**config.mk**
```make
export PLATFORM = sky130hd
export DESIGN_NAME = matmul_feed_sequencer
export DESIGN_NICKNAME = d
export VERILOG_FILES = /design/src/rtl/matmul_feed_sequencer.sv
export SDC_FILE = /design/constraint.sdc
export NUM_CORES = 1
export LEC_CHECK = 0
export BUFFER_PORTS_ARGS = -buffer_cell sky130_fd_sc_hd__buf_4
export CORE_MARGIN = 5
export CORE_UTILIZATION = 55
export CTS_CLUSTER_SIZE = 10
export DETAILED_ROUTE_END_ITERATION = 6
export PLACE_DENSITY_LB_ADDON = 0.08
export SETUP_SLACK_MARGIN = 0.05
export SYNTH_ARGS = -nofsm -noshare
export SYNTH_HDL_FRONTEND = slang
export SYNTH_SLANG_ARGS = --single-unit
```
**constraint.sdc**
```tcl
create_clock -name clk -period 9 [get_ports clk]
set_input_delay 0.45 -clock clk [delete_from_list [all_inputs] [get_ports clk]]
set_output_delay 0.45 -clock clk [all_outputs]
set_load 0.01 [all_outputs]
```
**src/rtl/matmul_feed_sequencer.sv**
```systemverilog
// Operand buffer and skewed west/north edge feeder for an N x N systolic minifloat MAC array.
// Optional accumulator-clear state enabled by defining MATSEQ_AUTO_CLEAR_EN.
module matmul_feed_sequencer #(
  parameter int N        = 2,
  parameter int DATA_W   = 8,
  parameter int PASS_LAT = 2,
  localparam int IDX_W   = (N > 1) ? $clog2(N) : 1
) (
  input  logic                clk,
  input  logic                rst,
  input  logic                ld_en,
  input  logic                ld_sel,
  input  logic [IDX_W-1:0]    ld_row,
  input  logic [IDX_W-1:0]    ld_col,
  input  logic [DATA_W-1:0]   ld_data,
  input  logic                start,
  output logic                busy,
  output logic                done,
  output logic                feed_valid,
  output logic                acc_clr,
  output logic [N*DATA_W-1:0] a_row,
  output logic [N*DATA_W-1:0] b_col
);

  localparam int FEED_LEN  = N + (N - 1) * PASS_LAT;
  localparam int DRAIN_LEN = (N - 1) * PASS_LAT + PASS_LAT + 1;
  localparam int CNT_W     = $clog2(FEED_LEN + DRAIN_LEN);
  localparam logic [CNT_W-1:0] FEED_LAST  = CNT_W'(FEED_LEN - 1);
  localparam logic [CNT_W-1:0] DRAIN_LAST = CNT_W'(DRAIN_LEN - 1);

  typedef enum logic [1:0] {
    S_IDLE  = 2'd0,
    S_FEED  = 2'd1,
    S_DRAIN = 2'd2
`ifdef MATSEQ_AUTO_CLEAR_EN
    , S_CLEAR = 2'd3
`endif
  } state_t;

  state_t           state, state_nxt;
  logic [CNT_W-1:0] cnt, cnt_nxt;

  logic [DATA_W-1:0] a_buf [N][N];
  logic [DATA_W-1:0] b_buf [N][N];
  logic [DATA_W-1:0] a_nxt [N][N];
  logic [DATA_W-1:0] b_nxt [N][N];

  logic                busy_d, done_d, feed_d;
  logic [N*DATA_W-1:0] a_row_d, b_col_d;

  // Buffer write is folded into a next-value view so that a load issued in the
  // start cycle is already visible to the first registered FEED output.
  always_comb begin
    a_nxt = a_buf;
    b_nxt = b_buf;
    if (state == S_IDLE && ld_en) begin
      if (ld_sel) b_nxt[ld_row][ld_col] = ld_data;
      else        a_nxt[ld_row][ld_col] = ld_data;
    end
  end

  always_ff @(posedge clk or posedge rst) begin
    if (rst) begin
      a_buf <= '{default: '0};
      b_buf <= '{default: '0};
    end else begin
      a_buf <= a_nxt;
      b_buf <= b_nxt;
    end
  end

  // State and step counter register.
  always_ff @(posedge clk or posedge rst) begin
    if (rst) begin
      state <= S_IDLE;
      cnt   <= '0;
    end else begin
      state <= state_nxt;
      cnt   <= cnt_nxt;
    end
  end

  // Next-state and counter logic.
  always_comb begin
    state_nxt = state;
    case (state)
      S_IDLE: begin
        if (start) begin
`ifdef MATSEQ_AUTO_CLEAR_EN
          state_nxt = S_CLEAR;
`else
          state_nxt = S_FEED;
`endif
        end
      end
`ifdef MATSEQ_AUTO_CLEAR_EN
      S_CLEAR: state_nxt = S_FEED;
`endif
      S_FEED:  if (cnt == FEED_LAST)  state_nxt = S_DRAIN;
      S_DRAIN: if (cnt == DRAIN_LAST) state_nxt = S_IDLE;
      default: state_nxt = S_IDLE;
    endcase

    if (state_nxt != state || state_nxt == S_IDLE) cnt_nxt = '0;
    else                                           cnt_nxt = cnt + 1'b1;
  end

  // Output decode from the upcoming state/step so every output is registered.
  always_comb begin
    a_row_d = '0;
    b_col_d = '0;
    busy_d  = (state_nxt != S_IDLE);
    feed_d  = (state_nxt == S_FEED);
    done_d  = (state == S_DRAIN) && (state_nxt == S_IDLE);
    if (state_nxt == S_FEED) begin
      for (int unsigned i = 0; i < N; i++) begin
        for (int unsigned c = 0; c < N; c++) begin
          if (int'(cnt_nxt) == int'(i) * PASS_LAT + int'(c)) begin
            a_row_d[i*DATA_W +: DATA_W] = a_nxt[i][c];
            b_col_d[i*DATA_W +: DATA_W] = b_nxt[c][i];
          end
        end
      end
    end
  end

  always_ff @(posedge clk or posedge rst) begin
    if (rst) begin
      busy       <= 1'b0;
      done       <= 1'b0;
      feed_valid <= 1'b0;
      a_row      <= '0;
      b_col      <= '0;
    end else begin
      busy       <= busy_d;
      done       <= done_d;
      feed_valid <= feed_d;
      a_row      <= a_row_d;
      b_col      <= b_col_d;
    end
  end

`ifdef MATSEQ_AUTO_CLEAR_EN
  always_ff @(posedge clk or posedge rst) begin
    if (rst) acc_clr <= 1'b0;
    else     acc_clr <= (state_nxt == S_CLEAR);
  end
`else
  assign acc_clr = 1'b0;
`endif

endmodule

```
* Yosys cells after proc, flatten, opt, wreduce, memory -nomap -nowiden
Index checks and enable logic that the tools add are counted.
Storage, ports and cells: input bits 15, word-level logic and storage cells 65, flip-flop bits (word level) 105, output and inout bits 36
Operators by class: bitwise gates (word level) 2, $add $sub $neg 1, mux-type cells 25, reductions and logical operators 9, equality and inequality tests 9, order comparisons 4
Operators with widths (count):
- $mux W32 | 4
- $mux W8 | 9
- $bwmux W32 | 2
- $mux W16 | 3
- $demux W16 S1 | 1
- $eq A4 B3 Y1 const B | 3
- $demux W8 S1 | 1
- $eq A4 B2 Y1 const B | 2
- $mux W2 | 3
- $pmux W2 S3 | 1
- $add A4 B1 Y4 const B | 1
- $eq A2 B1 Y1 const B | 2
- $ge A2 B2 Y1 const B | 2
- $logic_and A1 B1 Y1 | 4
- $logic_not A2 Y1 | 2
- $logic_not A4 Y1 | 1
- $lt A2 B1 Y1 const B | 2
- $mux W4 | 1
- $not A1 Y2 | 2
- $eq A2 B2 Y1 const B | 1
- $ne A2 B2 Y1 | 1
- $reduce_bool A2 Y1 | 1
- $logic_or A1 B1 Y1 | 1

* Longest topological paths before layout
Gate-level depths: netlist of run 1.
depth after elaboration 13, mapped depth 10, mapped depth without buffers 7

* Worst setup path after synthesis of run 1
No wires, ideal clock.
kind reg2reg, start point register cnt[0], end point register a_row[14], path slack 6.867 ns, data arrival time 2.054 ns, setup time 0.080 ns, clock period less this slack 2.133 ns, stages on the path, launching flop included 11, data required time 8.920 ns, path buffers 3, cells stage by stage dfrtp_1 buf_2 inv_1 ha_1 nor2b_1 a311o_1 nor3b_2 and2_1 buf_2 buf_6 nor3b_2
On the way: word-level cells in the longest chain between the ends 10, elaborated cells between the ends (all ways) 16, classes of those cells 1 x add/sub; 6 x eq/ne; 7 x mux; 2 x reduce/logical
Ends and longest elaborated chain:
- start: declaration | RTL line 41 | logic [CNT_W-1:0] cnt, cnt_nxt;
- start signal: assignment | RTL line 79 | cnt <= cnt_nxt;
- $eq A4 B3 Y1 / $eq A4 B2 Y1 (equally long branches) | RTL line 100, 99
- $mux W2, on equally long branches | RTL line 100, 99
- $pmux W2 S3 | RTL line 86 | case (state)
- $ne A2 B2 Y1 / $logic_not A2 Y1 (equally long branches) | RTL line 104 | if (state_nxt != state || state_nxt == S_IDLE) cnt_nxt = '0;
- $logic_or A1 B1 Y1 | RTL line 104
- $mux W4 | RTL line 104
- $eq A4 B3 Y1 | RTL line 118 | if (int'(cnt_nxt) == int'(i) * PASS_LAT + int'(c)) begin
- $mux W8 (2 in a row) | RTL line 118
- $mux W16 (*) | RTL line 115 | if (state_nxt == S_FEED) begin
- named net a_row_d[14] | RTL line 49 | logic [N*DATA_W-1:0] a_row_d, b_col_d;
- end signal: assignment | RTL line 138 | a_row <= a_row_d;
- end: declaration | RTL line 21 | output logic [N*DATA_W-1:0] a_row,
Mark *: on every way through the listed nets, which the timed path passes. The rest lies on a longest branch.

* Final worst setup path of run 1
start point register cnt[0], end point register b_col[3]
On the way: word-level cells in the longest chain between the ends 10, elaborated cells between the ends (all ways) 16, classes of those cells 1 x add/sub; 5 x eq/ne; 7 x mux; 3 x reduce/logical
Ends and longest elaborated chain:
- $eq A4 B3 Y1 / $eq A4 B2 Y1 (equally long branches) | RTL line 100, 99
- $mux W2, on equally long branches | RTL line 100, 99
- $pmux W2 S3 | RTL line 86
- $ne A2 B2 Y1 / $logic_not A2 Y1 (equally long branches) | RTL line 104
- $logic_or A1 B1 Y1 | RTL line 104
- $mux W4 | RTL line 104
- $logic_not A4 Y1 | RTL line 118
- $mux W8 (2 in a row) | RTL line 118
- $mux W16 (*) | RTL line 115
- named net b_col_d[3] | RTL line 49
- end signal: assignment | RTL line 139 | b_col <= b_col_d;
- end: declaration | RTL line 22 | output logic [N*DATA_W-1:0] b_col
Marks and branches as above.

==> results.ini, run 1 <==
[outcome]
status=finished clean

[finish]
antenna_cells=0
final_nets=370
drive_gt1_share_pct=34.17
seq_area_um2=2628
final_common_cell=dfrtp_1
mostFrequentLayoutCells=dfrtp_1, buf_4, mux2_2
n_fill_cell=559
fin_area_um2=4788
multi_input_area_um2=1404
syn2layout_area_growth_pct=13.90

[cts]
h-tree-depth=3
cts_tree=yes
clk_pin_slew_worst_paths_ps=90
postCtsSetupBuffers=0
numCtsBuffers=9
clkSinkCount=105
clock_path_buffers=2
cts-resized-gates=0
clockRootBuffer=clkbuf_8
clk_latency_ps=370
cts-hold-fix-buffers=0

[synth]
synth.distinct_cells=37
syn_nets=325
ys_seq_area_share_pct=62.50
synth_area_um2=4204
synth-async-reset-ratio_pct=100.0
yosysWarnings=0
syn-instance-count=308
synth_ff_type=dfrtp_1
synth_seq_cells=105
synth_edf_count=0
synth_area_per_cell_um2=13.65

[sta]
skew_ps=14.80
slew_headroom_pct=22.52
hold_viol_final=0
holdWs_ps=116.7
rsz0062_at_grt=false
final.min_clock_period_ps=3579
slew_viol_final=0
setup_viol=0
worst_pin_slew_ps=1156
post-route-period-util_pct=39.76
fmax_mhz=279.4
tns_ps=0

[placed_design]
placed_area_um2=4619
gp_congestion=0.8457
hpwlAfterDp_mm=5.332
io_buffers=49

[route]
routed_wl_mm=8.333
post_drt_wl_per_cell_um=18.27
antenna_left=0
avgViaCountPerCell=5.500
num_vias=2508
drc=0
first_pass_iters=4
dr.first_iter.drc_count=96

[setup_path]
r2r_cells=7
r2r-end=b_col[3]
r2r_slack_ps=5420
path_cells=inv_1 -> ha_1 -> nor2b_1 -> a311o_1 -> nor3b_2 -> nand4_1 -> o21ai_0
endpoint=b_col[3]
rr_startpoint=cnt[0]
worst_setup_path_end_kind=flop
critPathRequiredTime_ps=9260
start_kind=flop
cp_num_cells=7
path_delay_family=simple AND/OR/NAND/NOR gates
crit_fanout=21
critPathKind=flop to flop
critical_path_arrival_ps=3840
worst_path_max_delay_cell=dfrtp_1
cp_slowest_stage_delay_ps=830
crit_start=cnt[0]
crit_buf_inv=1

[power]
power.switching_uw=548.2
combinationalPowerShare_pct=36.5
p_int_uw=996.4
power_frac_seq_pct=46.8
switching_share_pct=35.49
p_leak_uw=0.002413
powerDensity_nw_per_um2=322.6
clkPwrFrac_pct=16.7
ir_drop_uv=158.4

[floorplan]
die_area_um2=9493
initial_core_util_pct=57.35
ios=51
row_count=31
dieHeight_um=97.43
die_x_um=97.43
core_area_um2=7331

[global_route]
grtUsageTotal_pct=18.64
grt_overflow_total=0
grt_pass1_vias=2665
grt_pass1_wl_mm=13.94
antenna_found_initial=0
grt_max_degree=66

[min_path]
hold_class=input port to asynchronous set/reset pin

[job]
drv_cap=0

[worst reg2reg max path: cells and delay by family, from the launching register on]
kind	cells	cell delay, ps
flops	1	830
buf+inv	1	240
fa+ha+maj	1	260
compound gates	2	1060
simple gates	3	1100
[kinds of logic (layout without fill, tap and decap cells)]
group	Yosys count	count (layout)	synth area share, %
xor gates and xnor gates	4	4	0.8335
other	1	1	0.08920
muxes	64	64	16.67
AOI/OAI and AO/OA	53	53	9.286
DFF	105	105	62.50
and+or+nand+nor	41	41	5.923
adders and majority gates	2	2	0.5951
buffers and inverters	38	87	4.107
[registers in the layout (all words and copies together), names as in the netlist]
| name | flops |
|---|---|
| busy | 1 |
| a_buf | 32 |
| state | 2 |
| b_col | 16 |
| a_row | 16 |
| feed_valid | 1 |
| b_buf | 32 |
| done | 1 |
| cnt | 4 |
[metal layers]
metal / vias to the layer above / track usage [%] / share of wire, %
met5: - / 0 / 0
met4: 0 / 4.686 / 1.3
met3: 10 / 5.025 / 3.8
met2: 49 / 31.00 / 49
met1: 1274 / 24.39 / 46
li1: 1175 / - / -
[power by group through the flow]
| stage | Sequential, uW | Combinational (uW) | Clock, uW |
|---|---|---|---|
| 2_1_floorplan | 722 | 410 | 0 |
| 3_3_place_gp | 727 | 555 | 0 |
| 3_5_place_dp | 733 | 569 | 0 |
| 4_1_cts | 724 | 570 | 263 |
| 5_1_grt | 742 | 627 | 281 |
| 6_report | 723 | 564 | 258 |
[per-stage QoR]
step	cells	util [%]	total power, uW	worst slack, ps
after floorplan	308	-	1131	5789
after global placement	441	63.01	1282	5524
after detailed placement	441	63.01	1302	5409
after CTS	456	65.32	1558	5397
after global routing	456	65.32	1651	4980
final	456	65.32	1545	5421
[synth_stat cells, drive strengths merged, types with 2 or more instances]
library cell	n	area, um^2
dfrtp	105	2628
mux2	48	540.5
inv	21	78.83
o21ai	17	85.08
mux2i	16	160.2
o211ai	16	120.1
a32o	15	150.1
buf	12	75.07
nor2	10	37.54
nand2	7	26.28
clkbuf	5	18.77
nor3	4	25.02
and3	3	18.77
nor2b	3	18.77
nor4b	3	32.53
xnor2	3	26.28
a21oi	2	10.01
and2	2	12.51
ha	2	25.02
nor3b	2	25.02
[worst min path at each step]
stage                endpoint  startpoint  cells past startpoint  slack (ps)
floorplan           b_buf[10]   b_buf[10]                      2         440
global placement    b_buf[10]   b_buf[10]                      2         460
detailed placement  b_buf[11]   b_buf[11]                      2         460
CTS                 a_row[13]         rst                      2         130
global route         a_buf[0]         rst                      2         150
finish              a_row[13]         rst                      2         120
[area by class of cell]
class,count,area share [%]
flip-flops and latches,105,54.87
multi-input cells,165,29.32
repair buffers,51,7.996
clock buffers,9,2.587
well taps,99,2.587
inverters,21,1.698
clock inverters,6,0.9407
(Power assumes the default switching activity.)
==> run 2: changes to the inputs <==
--- a/config.mk
+++ b/config.mk
@@ -7,7 +7,7 @@
 export LEC_CHECK = 0
 export BUFFER_PORTS_ARGS = -buffer_cell sky130_fd_sc_hd__buf_4
 export CORE_MARGIN = 5
-export CORE_UTILIZATION = 55
+export CORE_UTILIZATION = 52
 export CTS_CLUSTER_SIZE = 10
 export DETAILED_ROUTE_END_ITERATION = 6
 export PLACE_DENSITY_LB_ADDON = 0.08
==> constraint.sdc (replaced) <==
create_clock -name clk -period 2.9 [get_ports clk]
set_input_delay 0.145 -clock clk [delete_from_list [all_inputs] [get_ports clk]]
set_output_delay 0.145 -clock clk [all_outputs]
set_load 0.01 [all_outputs]
==> results.ini, run 2 (same netlist as run 1, synthesis figures left out) <==
[setup_path]
crit_buf_inv=2  ; +1
critPathKind=flop to flop
start_kind=flop
worst_path_max_delay_cell=nor4b_1
critPathRequiredTime_ps=3140  ; -6120 ps
r2r_cells=7  ; unchanged
worst_setup_path_end_kind=flop
r2r_slack_ps=650  ; -4780 ps
critical_path_arrival_ps=2490  ; -1350 ps
path_delay_family=simple AND/OR/NAND/NOR gates
path_cells=ha_1 -> inv_1 -> nor4b_1 -> nor3_2 -> nand4_1 -> buf_4 -> o21ai_0
cp_num_cells=7  ; unchanged
crit_fanout=16  ; -24%
cp_slowest_stage_delay_ps=570  ; -260 ps

[finish]
mostFrequentLayoutCells=dfrtp_1, buf_4, mux2_2
seq_area_um2=2628  ; unchanged
final_common_cell=dfrtp_1
syn2layout_area_growth_pct=16.79
multi_input_area_um2=1404  ; unchanged
drive_gt1_share_pct=35.52  ; +1.3 points
final_nets=378  ; +2.2%
n_fill_cell=647  ; +16%
reg_top3=a_buf (32), b_buf (32)
antenna_cells=0  ; unchanged

[sta]
skew_ps=9.600  ; -5.204 ps
hold_viol_final=0  ; unchanged
fmax_mhz=443.5  ; +59%
slew_viol_final=0  ; unchanged
final.min_clock_period_ps=2255  ; -1324 ps
slew_headroom_pct=54.11  ; +32 points
setup_viol=0  ; unchanged
tns_ps=0  ; unchanged
worst_pin_slew_ps=686.9  ; -468.9 ps
post-route-period-util_pct=77.75  ; +38 points
rsz0062_at_grt=false

[outcome]
status=finished clean

[power]
total_power_uw=5043  ; +230%
powerDensity_nw_per_um2=1027  ; +220%
p_leak_uw=0.002478  ; +2.7%
ir_drop_uv=490.7  ; +210%

[global_route]
antenna_found_initial=0  ; unchanged
grt_overflow_total=0  ; unchanged
grt_max_degree=52  ; -21%
grt_pass1_wl_mm=14.13  ; +1.3%
grtUsageTotal_pct=18.53  ; -0.12 points
grt_pass1_vias=2628  ; -1.4%

[placed_design]
hpwlAfterDp_mm=5.566  ; +4.4%
io_buffers=49  ; unchanged
gp_congestion=0.8578  ; +1.4%

[floorplan]
initial_core_util_pct=53.85  ; -3.5 points
dieHeight_um=99.92  ; +2.6%
die_area_um2=9983  ; +5.2%
core_area_um2=7807  ; +6.5%
die_x_um=99.92  ; +2.6%
ios=51  ; unchanged
row_count=32  ; +3.2%

[route]
avgViaCountPerCell=5.470  ; -0.54%
drc=0  ; unchanged
num_vias=2560  ; +2.1%
routed_wl_mm=8.481  ; +1.8%
antenna_left=0  ; unchanged
first_pass_iters=4  ; unchanged
post_drt_wl_per_cell_um=18.12  ; -0.83%
dr.first_iter.drc_count=88  ; -8.3%

[cts]
clockRootBuffer=clkbuf_8
numCtsBuffers=9  ; unchanged
clk_latency_ps=370  ; about the same
clk_pin_slew_worst_paths_ps=100  ; about the same
h-tree-depth=3  ; unchanged
cts_tree=yes
clock_path_buffers=2  ; unchanged
clkSinkCount=105  ; unchanged

[job]
drv_cap=0  ; unchanged

[min_path]
hold_class=input port to flop
hold_depth=3

[run 2: power breakdown]
part	switching, uW	total [uW]	internal (uW)	leakage (uW)
sequential	198	2210	2010	0.00136
clock	503	936	433	0.000104
combinational	1050	1890	849	0.00101
[run 2: area by class of cell]
type                    instances  share of cell area [%]
clock buffers                  10                   2.803
clock inverters                 6                   1.478
inverters                      21                   1.682
multi-input cells             165                   28.59
flip-flops and latches        105                   53.52
well taps                     102                   2.599
repair buffers                 59                   9.327
[run 2: worst reg2reg max path, cell delays in order (launching register included)]
cell and delay [ps]:
dfrtp_1 420, ha_1 280, inv_1 90, nor4b_1 570
nor3_2 230, nand4_1 170, buf_4 240, o21ai_0 130
[run 2: what timing repair did]
action,4_1_cts,5_1_grt
gates resized for setup,0,0
setup buffers,0,0
hold endpoints to repair,30,0
setup endpoints to repair,0,0
hold buffers,1,0
[run 2: final timing paths]
kind,from,endpoint
worst max register to register,cnt[1],b_col[3]
worst max-delay path,cnt[1],b_col[3]
min in group asynchronous,rst,b_buf[8]
worst min-delay path,ld_data[2],a_buf[18]
worst min register to register,b_buf[11],b_buf[11]
max in group asynchronous,rst,state[1]
[run 2: stage by stage]
stage	utilization (%)	cells	area [um^2]	hold slack [ps]	setup WS (ps)
global route	62.88	468	4910	96.81	442.7
CTS	62.88	468	4910	91.24	647.1
finish	62.88	468	4910	92.53	645.3
detailed placement	60.06	451	4690	287.6	669.0
global placement	60.06	451	4690	296.8	721.9
floorplan	-	308	4208	277.5	766.6
[run 2: routing by layer]
| layer | global-route usage (%) | vias to the layer above | share of wire [%] |
|---|---|---|---|
| li1 | - | 1202 | - |
| met2 | 29.25 | 57 | 49 |
| met3 | 4.100 | 4 | 4.3 |
| met4 | 5.777 | 0 | 0.88 |
| met1 | 25.73 | 1297 | 46 |
| met5 | 0 | - | 0 |
==> run 3: changes to the inputs <==
--- a/config.mk
+++ b/config.mk
@@ -7,7 +7,7 @@
 export LEC_CHECK = 0
 export BUFFER_PORTS_ARGS = -buffer_cell sky130_fd_sc_hd__buf_4
 export CORE_MARGIN = 5
-export CORE_UTILIZATION = 52
+export CORE_UTILIZATION = 55
 export CTS_CLUSTER_SIZE = 10
 export DETAILED_ROUTE_END_ITERATION = 6
 export PLACE_DENSITY_LB_ADDON = 0.08
==> constraint.sdc (replaced) <==
create_clock -name clk -period 2.2 [get_ports clk]
set_input_delay 0.11 -clock clk [delete_from_list [all_inputs] [get_ports clk]]
set_output_delay 0.11 -clock clk [all_outputs]
set_load 0.01 [all_outputs]
==> results.ini, run 3 (same netlist as run 1, synthesis figures left out) <==
[outcome]
status=finished clean

[finish]
fin_area_um2=5006  ; +2.0%
final_nets=386  ; +2.1%
reg_top3=a_buf (32), b_buf (32)
syn2layout_area_growth_pct=19.08
final_common_cell=dfrtp_1
drive_gt1_share_pct=37.17  ; +1.6 points
fin_util_pct=68.29  ; +5.4 points
mostFrequentLayoutCells=dfrtp_1, buf_4, mux2_2
antenna_cells=0  ; unchanged

[placed_design]
placed_area_um2=4763  ; +1.6%
dp_slack_ps=-123.9  ; -792.9 ps
io_buffers=49  ; unchanged
hpwlAfterDp_mm=5.564  ; about the same
gp_congestion=0.9063  ; +5.7%

[sta]
slew_viol_final=0  ; unchanged
post-route-period-util_pct=93.84  ; +16 points
slew_headroom_pct=47.00  ; -7.1 points
holdWs_ps=56.02  ; -36.52 ps
tns_ps=0  ; unchanged
rsz0062_at_grt=false
hold_viol_final=0  ; unchanged
worst_pin_slew_ps=793.3  ; +106.3 ps
final.min_clock_period_ps=2065  ; -190.2 ps
setup_viol=0  ; unchanged
fin_ws_ps=135.5  ; -509.8 ps
fmax_mhz=484.4  ; +9.2%
skew_ps=11.74  ; +2.137 ps

[job]
drv_cap=0  ; unchanged

[global_route]
antenna_found_initial=0  ; unchanged
grt_overflow_total=0  ; unchanged
grt_pass1_wl_mm=14.02  ; -0.79%
grt_pass1_vias=2688  ; +2.3%
grtUsageTotal_pct=18.78  ; +0.26 points
grt_max_degree=41  ; -21%

[cts]
cts_tree=yes
clock_path_buffers=2  ; unchanged
h-tree-depth=3  ; unchanged
clkSinkCount=105  ; unchanged
clk_latency_ps=360  ; about the same
numCtsBuffers=9  ; unchanged
clockRootBuffer=clkbuf_8
clk_pin_slew_worst_paths_ps=100  ; about the same

[setup_path]
rr_startpoint=cnt[0]
critPathRequiredTime_ps=2440  ; -700 ps
worst_setup_path_end_kind=flop
critical_path_arrival_ps=2310  ; -180 ps
start_kind=flop
crit_fanout=16  ; unchanged
critPathKind=flop to flop
crit_start=cnt[0]

[power]
p_leak_uw=0.002526  ; +2.0%
powerDensity_nw_per_um2=1355  ; +32%
ir_drop_uv=760.8  ; +55%

[floorplan]
dieHeight_um=97.43  ; -2.5%
initial_core_util_pct=57.35  ; +3.5 points
ios=51  ; unchanged
die_area_um2=9493  ; -4.9%
die_x_um=97.43  ; -2.5%
row_count=31  ; -3.1%
core_area_um2=7331  ; -6.1%

[min_path]
hold_start=start
hold_class=input port to flop

[route]
routed_wl_mm=8.380  ; -1.2%
num_vias=2588  ; +1.1%
first_pass_iters=4  ; unchanged
drc=0  ; unchanged
dr.first_iter.drc_count=124  ; +41%
avgViaCountPerCell=5.471  ; about the same
post_drt_wl_per_cell_um=17.72  ; -2.2%
antenna_left=0  ; unchanged

run 3: per-layer routing:
metal	routed length, um	part of all wire [%]	GRT usage (%)
met2	4136	49	31.21
met5	0	0	0
met3	362	4.3	3.805
met1	3793	45	25.10
met4	87	1.0	5.431
run 3: repair_timing:
action                                  in CTS  in global routing
pin swaps                                    0                  1
endpoints found under the setup margin      15                 20
hold buffers                                 1                  0
endpoints found under the hold margin       32                  0
gates resized for setup                      1                  5
buffers inserted                             0                  1
run 3: where the power goes:
group | internal, uW | total (uW) | switching (uW)
Clock | 571 | 1230 | 657
Sequential | 2650 | 2890 | 240
Combinational | 1230 | 2660 | 1430
run 3: area by class of cell:
cell class	instances	area (um^2)
sequential	105	2628
clock buffer	10	137.6
timing repair buffer	67	543.0
tap	99	123.9
multi-input combinational	165	1418
inverter	21	82.58
fill	547	2325
clock inverter	6	73.82
run 3: path summary, 6_finish.rpt:
path | endpoint | slack, ps | depth (start not counted)
min in group asynchronous | b_buf[9] | 450 | 3
max | a_row[10] | 140 | 8
max in group asynchronous | a_buf[4] | 1100 | 4
min reg2reg | a_buf[20] | 490 | 2
max reg2reg | a_row[10] | 140 | 8
min | feed_valid | 60 | 3
run 3: worst max-delay path, stage by stage, from the launching register on:
cell and delay (ps):
dfrtp_1 410, ha_1 240, buf_4 150, and2_1 160
a211oi_1 290, nor3b_2 100, and2_1 200, buf_12 150
a32o_1 250
run 3: per-stage QoR:
step | cells | total power, uW
after floorplan | 308 | 4629
after global placement | 455 | 5504
after detailed placement | 455 | 5582
after CTS | 472 | 6802
after global routing | 473 | 7262
final | 473 | 6782
